==> config.mk <==
export PLATFORM = sky130hd
export DESIGN_NAME = vram_wr_arb_flat
export DESIGN_NICKNAME = d
export VERILOG_FILES = /design/src/rtl/vram_pkg.sv /design/src/rtl/vram_wr_arb_if.sv /design/src/rtl/vram_wr_arb_rr_arbiter.sv /design/src/rtl/vram_wr_arb.sv /design/src/flat_wrapper.sv
export SDC_FILE = /design/constraint.sdc
export NUM_CORES = 1
export LEC_CHECK = 0
export ABC_CLOCK_PERIOD_IN_PS = 1800
export CORE_ASPECT_RATIO = 0.8
export CORE_MARGIN = 1.5
export CORE_UTILIZATION = 30
export DETAILED_ROUTE_END_ITERATION = 10
export REMOVE_ABC_BUFFERS = 1
export SLEW_MARGIN = 20
export SYNTH_ARGS = -nofsm -noshare
export SYNTH_HDL_FRONTEND = slang
export SYNTH_SLANG_ARGS = --single-unit
==> constraint.sdc <==
create_clock -name clk -period 1.8 [get_ports clk]
set_input_delay 0.36 -clock clk [delete_from_list [all_inputs] [get_ports clk]]
set_output_delay 0.36 -clock clk [all_outputs]
set_load 0.005 [all_outputs]
==> src/rtl/vram_pkg.sv <==
// Shared VRAM geometry and types for the text-mode VGA pipeline.
// One VRAM word is a cell: 8-bit color attribute above a 64-bit glyph bitmap.
package vram_pkg;

   localparam int VRAM_ADR_W = 12;
   localparam int VRAM_DAT_W = 72;
   localparam int VRAM_CELLS = 3520;

   typedef struct packed {
      logic [7:0]  color;
      logic [63:0] glyph;
   } vram_word_t;

   typedef enum logic {
      IDLE = 1'b0,
      OPEN = 1'b1
   } wr_win_state_e;

endpackage

==> src/rtl/vram_wr_arb_if.sv <==
// Requester handshake, frame pulse and VRAM write-port bundle of the write arbiter.
// The arbiter takes the slave view; the requesters and sync side hold the master view.
interface vram_wr_arb_if
   import vram_pkg::*;
#(
   parameter int NUM_REQ = 2,
   parameter int ADR_W   = VRAM_ADR_W,
   parameter int DAT_W   = VRAM_DAT_W
) ();

   logic                           i_frame_start;
   logic [NUM_REQ-1:0]             i_req_valid;
   logic [NUM_REQ-1:0]             o_req_ready;
   logic [NUM_REQ-1:0][ADR_W-1:0]  i_req_adr;
   logic [NUM_REQ-1:0][DAT_W-1:0]  i_req_data;
   logic                           o_vram_wr_en;
   logic [ADR_W-1:0]               o_vram_wr_adr;
   logic [DAT_W-1:0]               o_vram_wr_data;
   logic                           o_win_active;
   logic                           o_err_range;
   logic [7:0]                     o_drop_cnt;
   logic [15:0]                    o_frame_wr_cnt;

   modport slave (
      input  i_frame_start, i_req_valid, i_req_adr, i_req_data,
      output o_req_ready, o_vram_wr_en, o_vram_wr_adr, o_vram_wr_data,
      output o_win_active, o_err_range, o_drop_cnt, o_frame_wr_cnt
   );

   modport master (
      output i_frame_start, i_req_valid, i_req_adr, i_req_data,
      input  o_req_ready, o_vram_wr_en, o_vram_wr_adr, o_vram_wr_data,
      input  o_win_active, o_err_range, o_drop_cnt, o_frame_wr_cnt
   );

endinterface

==> src/rtl/vram_wr_arb_rr_arbiter.sv <==
// Round-robin grant: first valid requester at or after ptr, wrapping around.
// ptr moves just past the granted requester only when advance is asserted.
module rr_arbiter #(
   parameter int NUM_REQ = 2
) (
   input  logic               clk,
   input  logic               rst_n,
   input  logic [NUM_REQ-1:0] valid,
   input  logic               advance,
   output logic [NUM_REQ-1:0] grant
);

   localparam int PTR_W = (NUM_REQ > 1) ? $clog2(NUM_REQ) : 1;

   logic [PTR_W-1:0]   ptr;
   logic [PTR_W-1:0]   nxt_ptr;
   logic [NUM_REQ-1:0] hi_mask;
   logic [NUM_REQ-1:0] hi_req;
   logic [NUM_REQ-1:0] pick;
   logic               found;

   // Requests at or above ptr win first; otherwise wrap to the lowest index.
   always_comb begin
      hi_mask = '0;
      for (int i = 0; i < NUM_REQ; i++) begin
         hi_mask[i] = (PTR_W'(i) >= ptr);
      end
      hi_req  = valid & hi_mask;
      pick    = (|hi_req) ? hi_req : valid;
      grant   = '0;
      nxt_ptr = ptr;
      found   = 1'b0;
      for (int i = 0; i < NUM_REQ; i++) begin
         if (!found && pick[i]) begin
            grant[i] = 1'b1;
            found    = 1'b1;
            nxt_ptr  = (i == NUM_REQ - 1) ? '0 : PTR_W'(i + 1);
         end
      end
   end

   always_ff @(posedge clk or negedge rst_n) begin
      if (!rst_n) begin
         ptr <= '0;
      end else if (advance) begin
         ptr <= nxt_ptr;
      end
   end

endmodule

==> src/rtl/vram_wr_arb.sv <==
// VRAM write-port arbiter: admits requester writes only inside a counted window
// opened by frame_start, drops out-of-range cells and drives the VRAM port from registers.
module vram_wr_arb
   import vram_pkg::*;
#(
   parameter int NUM_REQ = 2,
   parameter int ADR_W   = VRAM_ADR_W,
   parameter int DAT_W   = VRAM_DAT_W,
   parameter int MAX_ADR = VRAM_CELLS - 1,
   parameter int WIN_CYC = 4096
) (
   input  logic             clk,
   input  logic             rst_n,
   vram_wr_arb_if.slave     bus
);

   function automatic logic [7:0] sat_inc8(input logic [7:0] v);
      return (v == 8'hFF) ? v : v + 8'd1;
   endfunction

   function automatic logic [15:0] sat_inc16(input logic [15:0] v);
      return (v == 16'hFFFF) ? v : v + 16'd1;
   endfunction

   wr_win_state_e      state;
   logic [15:0]        win_cnt;
   logic               win_active;
   logic [NUM_REQ-1:0] grant;
   logic [NUM_REQ-1:0] ready;
   logic               xfer_p0;
   logic               commit_p0;
   logic               drop_p0;
   logic [ADR_W-1:0]   sel_adr_p0;
   logic [DAT_W-1:0]   sel_data_p0;

   logic               vld_p1;
   logic [ADR_W-1:0]   wr_adr_p1;
   logic [DAT_W-1:0]   wr_data_p1;
   logic               err_p1;
   logic [7:0]         drop_cnt;
   logic [15:0]        frame_wr_cnt;

   assign win_active = (state == OPEN);

   rr_arbiter #(.NUM_REQ(NUM_REQ)) u_rr (
      .clk     (clk),
      .rst_n   (rst_n),
      .valid   (bus.i_req_valid),
      .advance (xfer_p0),
      .grant   (grant)
   );

   // Stage p0: handshake and selection of the single granted requester.
   always_comb begin
      ready       = win_active ? grant : '0;
      xfer_p0     = |ready;
      sel_adr_p0  = '0;
      sel_data_p0 = '0;
      for (int i = 0; i < NUM_REQ; i++) begin
         if (ready[i]) begin
            sel_adr_p0  = bus.i_req_adr[i];
            sel_data_p0 = bus.i_req_data[i];
         end
      end
      commit_p0 = xfer_p0 && (sel_adr_p0 <= ADR_W'(MAX_ADR));
      drop_p0   = xfer_p0 && !commit_p0;
   end

   // A frame_start in OPEN restarts the count instead of letting the window close.
   always_ff @(posedge clk or negedge rst_n) begin
      if (!rst_n) begin
         state   <= IDLE;
         win_cnt <= '0;
      end else begin
         case (state)
            IDLE: begin
               if (bus.i_frame_start) begin
                  state   <= OPEN;
                  win_cnt <= 16'(WIN_CYC);
               end
            end
            OPEN: begin
               if (bus.i_frame_start) begin
                  win_cnt <= 16'(WIN_CYC);
               end else if (win_cnt == 16'd1) begin
                  state   <= IDLE;
                  win_cnt <= '0;
               end else begin
                  win_cnt <= win_cnt - 16'd1;
               end
            end
            default: begin
               state   <= IDLE;
               win_cnt <= '0;
            end
         endcase
      end
   end

   // Stage p1: registered VRAM port, error pulse and counters.
   always_ff @(posedge clk or negedge rst_n) begin
      if (!rst_n) begin
         vld_p1       <= 1'b0;
         wr_adr_p1    <= '0;
         wr_data_p1   <= '0;
         err_p1       <= 1'b0;
         drop_cnt     <= '0;
         frame_wr_cnt <= '0;
      end else begin
         vld_p1 <= commit_p0;
         err_p1 <= drop_p0;
         if (commit_p0) begin
            wr_adr_p1  <= sel_adr_p0;
            wr_data_p1 <= sel_data_p0;
         end
         if (drop_p0) begin
            drop_cnt <= sat_inc8(drop_cnt);
         end
         if (bus.i_frame_start) begin
            frame_wr_cnt <= commit_p0 ? 16'd1 : 16'd0;
         end else if (commit_p0) begin
            frame_wr_cnt <= sat_inc16(frame_wr_cnt);
         end
      end
   end

   assign bus.o_req_ready    = ready;
   assign bus.o_vram_wr_en   = vld_p1;
   assign bus.o_vram_wr_adr  = wr_adr_p1;
   assign bus.o_vram_wr_data = wr_data_p1;
   assign bus.o_win_active   = win_active;
   assign bus.o_err_range    = err_p1;
   assign bus.o_drop_cnt     = drop_cnt;
   assign bus.o_frame_wr_cnt = frame_wr_cnt;

endmodule
==> src/flat_wrapper.sv <==
// flat-port wrapper written by rule: the top's interface ports become plain ports
module vram_wr_arb_flat import vram_pkg::*;
#(
   parameter int NUM_REQ = 2,
   parameter int ADR_W   = VRAM_ADR_W,
   parameter int DAT_W   = VRAM_DAT_W,
   parameter int MAX_ADR = VRAM_CELLS - 1,
   parameter int WIN_CYC = 4096
)
  (clk, rst_n, bus_i_frame_start, bus_i_req_valid, bus_i_req_adr, bus_i_req_data, bus_o_req_ready, bus_o_vram_wr_en, bus_o_vram_wr_adr, bus_o_vram_wr_data, bus_o_win_active, bus_o_err_range, bus_o_drop_cnt, bus_o_frame_wr_cnt);
  vram_wr_arb_if #(.NUM_REQ(NUM_REQ), .ADR_W(ADR_W), .DAT_W(DAT_W)) bus_i ();
  input  logic clk;
  input  logic rst_n;
  input wire logic [$bits(bus_i.i_frame_start)-1:0] bus_i_frame_start;
  input wire logic [$bits(bus_i.i_req_valid)-1:0] bus_i_req_valid;
  input wire logic [$bits(bus_i.i_req_adr)-1:0] bus_i_req_adr;
  input wire logic [$bits(bus_i.i_req_data)-1:0] bus_i_req_data;
  output wire logic [$bits(bus_i.o_req_ready)-1:0] bus_o_req_ready;
  output wire logic [$bits(bus_i.o_vram_wr_en)-1:0] bus_o_vram_wr_en;
  output wire logic [$bits(bus_i.o_vram_wr_adr)-1:0] bus_o_vram_wr_adr;
  output wire logic [$bits(bus_i.o_vram_wr_data)-1:0] bus_o_vram_wr_data;
  output wire logic [$bits(bus_i.o_win_active)-1:0] bus_o_win_active;
  output wire logic [$bits(bus_i.o_err_range)-1:0] bus_o_err_range;
  output wire logic [$bits(bus_i.o_drop_cnt)-1:0] bus_o_drop_cnt;
  output wire logic [$bits(bus_i.o_frame_wr_cnt)-1:0] bus_o_frame_wr_cnt;
  assign bus_i.i_frame_start = bus_i_frame_start;
  assign bus_i.i_req_valid = bus_i_req_valid;
  assign bus_i.i_req_adr = bus_i_req_adr;
  assign bus_i.i_req_data = bus_i_req_data;
  assign bus_o_req_ready = bus_i.o_req_ready;
  assign bus_o_vram_wr_en = bus_i.o_vram_wr_en;
  assign bus_o_vram_wr_adr = bus_i.o_vram_wr_adr;
  assign bus_o_vram_wr_data = bus_i.o_vram_wr_data;
  assign bus_o_win_active = bus_i.o_win_active;
  assign bus_o_err_range = bus_i.o_err_range;
  assign bus_o_drop_cnt = bus_i.o_drop_cnt;
  assign bus_o_frame_wr_cnt = bus_i.o_frame_wr_cnt;
  vram_wr_arb #(.NUM_REQ(NUM_REQ), .ADR_W(ADR_W), .DAT_W(DAT_W), .MAX_ADR(MAX_ADR), .WIN_CYC(WIN_CYC)) u_core (.clk(clk), .rst_n(rst_n), .bus(bus_i));
endmodule
-- After elaboration in Yosys (flattened, before gate mapping)
Cells that the tools add are included.
- RAM bits: 0
- memories: 0
- register bits: 128
- logic and storage cells: 57
- input port bits: 173
- bits in latches: 0
- bits in read-only memories: 0
- output and inout port bits: 113
- mux-type cells: 22
- $lt $le $gt $ge: 3
- add/subtract/negate cells: 3
- equality and inequality tests: 5
- reduce and logical (&&, ||, !) cells: 12
- bitwise logic cells: 3
- shift operators: 0
- divide/modulo/power cells: 0
- multiply operators: 0
- operators with widths (operator ; count):
    $mux W72 ; 2
    $mux W16 ; 6
    $pmux W16 S2 ; 1
    $mux W12 ; 2
    $add A16 B1 Y16 const B ; 1
    $eq A16 B1 Y1 const B ; 1
    $eq A16 B16 Y1 const B ; 1
    $sub A16 B1 Y16 const B ; 1
    $le A12 B12 Y1 const B ; 1
    $add A8 B1 Y8 const B ; 1
    $eq A8 B8 Y1 const B ; 1
    $mux W1 ; 8
    $reduce_and A2 Y1 ; 3
    $mux W2 ; 2
    $ne A2 B2 Y1 const B ; 2
    $reduce_bool A2 Y1 ; 2
    $reduce_or A2 Y1 ; 2
    $logic_and A1 B1 Y1 ; 3
    $and A2 B2 Y2 ; 1
    $ge A1 B1 Y1 const A ; 2
    $logic_not A1 Y1 ; 2
    $not A1 Y1 ; 2
    $pmux W1 S2 ; 1

-- Logic depth before layout (Yosys ltp)
- depth after elaboration: 16
- gate-level depth with buffers: 10
- mapped depth without buffers: 8

-- By module
A second synthesis with hierarchy kept.
- cells, all modules: 640
- area, all modules: 6102.1 um2
- modules (own cells, without submodules) (module ; instances ; area each (um2) ; cells an instance ; sequential area each (um2)):
    vram_wr_arb ; 1 ; 6047.0 ; 634 ; 3178.0
    rr_arbiter ; 1 ; 55.1 ; 6 ; 25.0

-- Worst setup path after synthesis
No wires, ideal clock.
- kind: register -> register
- start: reg u_core.frame_wr_cnt[0] (netlist: u_core.bus.o_frame_wr_cnt[0])
- end: reg u_core.frame_wr_cnt[12] (netlist: u_core.bus.o_frame_wr_cnt[12])
- clock period less this slack: 1988 ps
- arrival: 1910 ps
- cell stages (with the launch flop): 9
- path slack: -188 ps
- cell sequence: dfrtp_1 ha_1 nand4_1 nor4_2 a2111oi_2 a21oi_2 buf_2 or3_1 a21oi_1
- longest elaborated chain between the ends: 4
- ends and longest elaborated chain (item ; RTL line ; text):
    start: declaration ; vram_wr_arb.sv:41 ; logic [15:0] frame_wr_cnt;
    start signal: assignment ; vram_wr_arb.sv:120 ; frame_wr_cnt <= commit_p0 ? 16'd1 : 16'd0;
    start signal: assignment ; vram_wr_arb.sv:122 ; frame_wr_cnt <= sat_inc16(frame_wr_cnt);
    $add A16 B1 Y16 ; vram_wr_arb.sv:22 ; return (v == 16'hFFFF) ? v : v + 16'd1;
    $mux W16 ; vram_wr_arb.sv:22 ;
    $mux W16 ; vram_wr_arb.sv:121 ; end else if (commit_p0) begin
    $mux W16 ; vram_wr_arb.sv:119 ; if (bus.i_frame_start) begin
Parallel ways exist; a longest one is shown, timed or not. The select of a mux whose other input is x is not followed.
A chain may end at the register's enable or synchronous reset.

-- Worst setup path after layout
- start: reg u_core.frame_wr_cnt[1] (netlist: u_core.bus.o_frame_wr_cnt[1])
- end: reg u_core.frame_wr_cnt[9] (netlist: u_core.bus.o_frame_wr_cnt[9])
The elaborated chain is that of the path after synthesis.

==> Implementation_results.wiki <==
{| class="wikitable"
! Metric !! Value
|-
| Status || finished with violations
|-
| Violated checks || setup timing
|-
| Prevailing post-synth register cell || sky130_fd_sc_hd__dfrtp_1
|-
| Synth warnings || 0
|-
| Distinct cell type count after synthesis || 53
|-
| Initial detailed-routing violation count || 249
|-
| Pin count of the biggest net entering global routing || 58
|-
| Final min period || 2.05 ns
|-
| Slew margin rel. || 0.658
|-
| Max Clock Freq || 488 MHz
|-
| TritonCTS clock tree || built
|-
| Overall global routing resource usage || 0.190
|-
| Root buffer selected by CTS || sky130_fd_sc_hd__clkbuf_16
|-
| Antenna violations before repair || 0
|-
| Area of all placed cells without fillers || 11400 µm²
|-
| Number of remaining DRC errors || 0
|-
| Post-detailed-placement cell area || 9870 µm²
|-
| Type of the setup path with the least slack || reg2reg
|-
| Arrival time at the worst endpoint || 2.38 ns
|-
| Reported max-cap violation count || 0
|-
| Rows || 46
|-
| Worst-case reg-to-reg path depth || 9
|-
| Detail-routed via count per cell || 4.88
|-
| Post-synthesis cell count || 629
|-
| Number of vias after detailed routing || 6310
|-
| Endpoints failing hold || 0
|-
| Clock Pin Slew Worst Setup and Hold Paths || 0.06 ns
|-
| Category of the worst setup path capture point || flip-flop
|-
| Setup crit start || u_core.bus.o_frame_wr_cnt[1]
|-
| Count of pins over their slew limit || 0
|-
| Launching point of the worst reg2reg path || u_core.bus.o_frame_wr_cnt[1]
|-
| GRT Residual Overflow || 0
|-
| Clk_lat worst skew || 0.42 ns
|-
| TritonCTS Buffers || 17
|-
| Number of inserted diodes || 0
|-
| Clock buffer depth || 2
|-
| Number of I/O port buffers || 285
|-
| Setup Slack @ Placement || -0.813 ns
|-
| Count of flip-flops with a built-in enable after synthesis || 0
|-
| FILL cells || 1766
|-
| FF+latch count, synth || 128
|-
| Area growth from synthesis to layout || 88.9%
|-
| Number of nets still failing antenna checks after routing || 0
|-
| Share of layout cells above drive strength 1 || 0.248
|-
| Area of combinational cells with multiple inputs || 2960 µm²
|-
| First-pass GRT wire length || 31000 µm
|-
| FFs w/ async S/R, synth || 1.00
|-
| Ports placed on the boundary || 286
|-
| Syn_area_per_cell || 9.58 µm²
|-
| Pwr per Cell Area || 899 nW/µm²
|-
| Worst setup margin || -0.250 ns
|-
| Number of global-route vias before repair || 5943
|-
| Setup total negative slack || -20.09 ns
|-
| Leakage power || 4.79 nW
|-
| Initial standard-cell utilization of the core || 0.305
|-
| Worst Setup Start Kind || flip-flop
|-
| Total Die Area || 21000 µm²
|-
| Synthesized cell area || 6030 µm²
|-
| Overall die height || 130 µm
|-
| Clock sinks || 128
|-
| # H-tree levels || 4
|-
| Total of endpoints with negative setup slack in the final report || 117
|-
| Final HPWL DP || 14900 µm
|-
| Skew final || 0.0176 ns
|-
| Final layout net count || 1194
|-
| Die W || 161 µm
|-
| Worst-margin pin slew || 0.508 ns
|-
| Type of the tightest min-delay check || in2async
|-
| Area of the core || 19700 µm²
|-
| RSZ-0062 raised after global routing || yes
|-
| Average routed wire per standard cell || 16.5 µm
|-
| Sequential cell area || 3210 µm²
|-
| Routability Congestion || 0.784
|-
| Post-route worst hold slack || 0.410 ns
|-
| Fraction of the core area covered by cells at the end of the flow || 0.576
|-
| Total wire length || 21300 µm
|-
| Router iterations before antenna repair || 4
|-
| Top fanout value on the critical path || 9
|-
| Fraction of the yosys area taken by sequential cells || 0.532
|-
| Required arrival time at the worst endpoint || 2.13 ns
|-
| Final Cycle Share || 1.14
|-
| Peak supply drop || 601 µV
|}
worst max-delay path, stage by stage, from the launching register on:
cell	delay, ns
sky130_fd_sc_hd__dfrtp_1	0.35
sky130_fd_sc_hd__ha_2	0.21
sky130_fd_sc_hd__nand4_1	0.16
sky130_fd_sc_hd__nor4_4	0.40
sky130_fd_sc_hd__nor3_4	0.09
sky130_fd_sc_hd__a21oi_4	0.28
sky130_fd_sc_hd__buf_6	0.17
sky130_fd_sc_hd__buf_6	0.10
sky130_fd_sc_hd__o31ai_2	0.06
sky130_fd_sc_hd__a21oi_1	0.15
placed cells by master (no fill, tap or decap), types with 3 or more instances in the layout:
cell type,n
sky130_fd_sc_hd__dfrtp_2,4
sky130_fd_sc_hd__nor3_1,3
sky130_fd_sc_hd__dlygate4sd2_1,5
sky130_fd_sc_hd__and3_1,7
sky130_fd_sc_hd__buf_4,79
sky130_fd_sc_hd__buf_8,4
sky130_fd_sc_hd__o21ai_1,65
sky130_fd_sc_hd__clkinv_4,5
sky130_fd_sc_hd__clkbuf_16,27
sky130_fd_sc_hd__o21ai_0,22
sky130_fd_sc_hd__dfrtp_1,124
sky130_fd_sc_hd__a21oi_2,5
sky130_fd_sc_hd__xnor2_1,6
sky130_fd_sc_hd__o21ai_2,21
sky130_fd_sc_hd__o31ai_1,4
sky130_fd_sc_hd__nand3_1,8
sky130_fd_sc_hd__dlymetal6s2s_1,8
sky130_fd_sc_hd__clkinv_2,4
sky130_fd_sc_hd__nand2_2,19
sky130_fd_sc_hd__buf_6,20
sky130_fd_sc_hd__buf_12,14
sky130_fd_sc_hd__nand3_2,4
sky130_fd_sc_hd__nor4_1,4
sky130_fd_sc_hd__or4_4,3
sky130_fd_sc_hd__nand4_1,6
sky130_fd_sc_hd__clkdlybuf4s50_1,269
sky130_fd_sc_hd__nor2_2,4
sky130_fd_sc_hd__a21oi_4,4
sky130_fd_sc_hd__inv_1,3
sky130_fd_sc_hd__a21oi_1,17
sky130_fd_sc_hd__a31oi_1,7
sky130_fd_sc_hd__a22oi_1,79
sky130_fd_sc_hd__a32o_2,3
sky130_fd_sc_hd__nand2_1,90
sky130_fd_sc_hd__or4_1,4
sky130_fd_sc_hd__nor2_1,15
sky130_fd_sc_hd__clkinvlp_4,3
sky130_fd_sc_hd__or3_1,6
registers in the layout (all words and copies together), names as in the netlist:
register                   count
u_core.bus.o_drop_cnt          8
u_core.bus.o_vram_wr_data     72
u_core.bus.o_frame_wr_cnt     16
u_core.bus.o_err_range         1
u_core.u_rr.ptr                1
u_core.win_cnt                16
u_core.bus.o_vram_wr_adr      12
u_core.bus.o_win_active        1
u_core.bus.o_vram_wr_en        1
cells by family (layout without fill, tap and decap cells):
family                     Yosys count  in the layout  share of synthesized area
and+or+nand+nor                    193            193                      0.149
adders and majority gates            4              4                    0.00831
xor gates and xnor gates             7              7                     0.0102
muxes                                3              3                    0.00540
buffers and inverters               49            450                     0.0401
AOI/OAI and AO/OA                  245            245                      0.256
DFF                                128            128                      0.532
area by class of cell:
class	count	area share
clock inverter	13	0.0102
clock buffer	19	0.0389
tap	264	0.0290
multi-input combinational	452	0.260
timing repair buffer	413	0.377
inverter	5	0.00231
sequential	128	0.282
per-layer routing:
| layer | global-route usage | wire [µm] | vias up |
|---|---|---|---|
| met5 | 0 | 0 | - |
| met4 | 0.0686 | 164 | 0 |
| met3 | 0.0477 | 1280 | 9 |
| met2 | 0.314 | 10400 | 179 |
| met1 | 0.242 | 9490 | 3016 |
| li1 | - | - | 3106 |
power by group:
part	switching [W]	internal (W)
Sequential	0.000315	0.00334
Combinational	0.00136	0.00198
Clock	0.00131	0.00193
through the flow:
stage | cells | power, W
floorplan | 585 | 0.00459
global placement | 1228 | 0.00649
detailed placement | 1228 | 0.00652
CTS | 1264 | 0.00987
global route | 1294 | 0.0108
finish | 1294 | 0.0102
synth_stat cells (3+ instances only):
master / instances / area [µm²]
sky130_fd_sc_hd__inv_1: 4 / 15.0
sky130_fd_sc_hd__xnor2_1: 7 / 61.3
sky130_fd_sc_hd__nand2_1: 109 / 409
sky130_fd_sc_hd__nand3_1: 14 / 70.1
sky130_fd_sc_hd__a21oi_1: 23 / 115
sky130_fd_sc_hd__dfrtp_1: 128 / 3200
sky130_fd_sc_hd__a22oi_1: 79 / 593
sky130_fd_sc_hd__buf_1: 3 / 11.3
sky130_fd_sc_hd__nor3_1: 5 / 25.0
sky130_fd_sc_hd__ha_1: 4 / 50.1
sky130_fd_sc_hd__a31oi_1: 7 / 43.8
sky130_fd_sc_hd__nor4_1: 4 / 25.0
sky130_fd_sc_hd__buf_2: 13 / 65.1
sky130_fd_sc_hd__and3_1: 8 / 50.1
sky130_fd_sc_hd__nand4_1: 6 / 37.5
sky130_fd_sc_hd__a32o_1: 5 / 50.1
sky130_fd_sc_hd__o21ai_1: 34 / 170
sky130_fd_sc_hd__or4_1: 7 / 52.6
sky130_fd_sc_hd__or3_1: 6 / 37.5
sky130_fd_sc_hd__o21ai_0: 74 / 370
sky130_fd_sc_hd__o31ai_1: 6 / 45.0
sky130_fd_sc_hd__clkbuf_1: 22 / 82.6
sky130_fd_sc_hd__a21oi_2: 3 / 26.3
sky130_fd_sc_hd__nor2_1: 21 / 78.8
sky130_fd_sc_hd__buf_6: 5 / 56.3
sky130_fd_sc_hd__a211oi_1: 3 / 22.5
what timing repair did:
action                                  4_1_cts  5_1_grt
setup buffers                                 4       16
gates resized for setup                      47      153
hold buffers                                  1        0
hold endpoints to repair                     33        0
pin swaps                                    20       42
endpoints found under the setup margin      121      132
gates cloned                                  1       14
final timing paths:
check                                                endpoint  slack (ns)
worst max register to register   u_core.bus.o_frame_wr_cnt[9]       -0.25
worst min-delay path                 u_core.bus.o_drop_cnt[3]        0.41
worst min register to register  u_core.bus.o_vram_wr_data[38]        0.47
max in group asynchronous       u_core.bus.o_vram_wr_data[41]        0.84
worst max-delay path             u_core.bus.o_frame_wr_cnt[9]       -0.25
min in group clk                u_core.bus.o_vram_wr_data[38]        0.47
(Power assumes the default switching activity.)
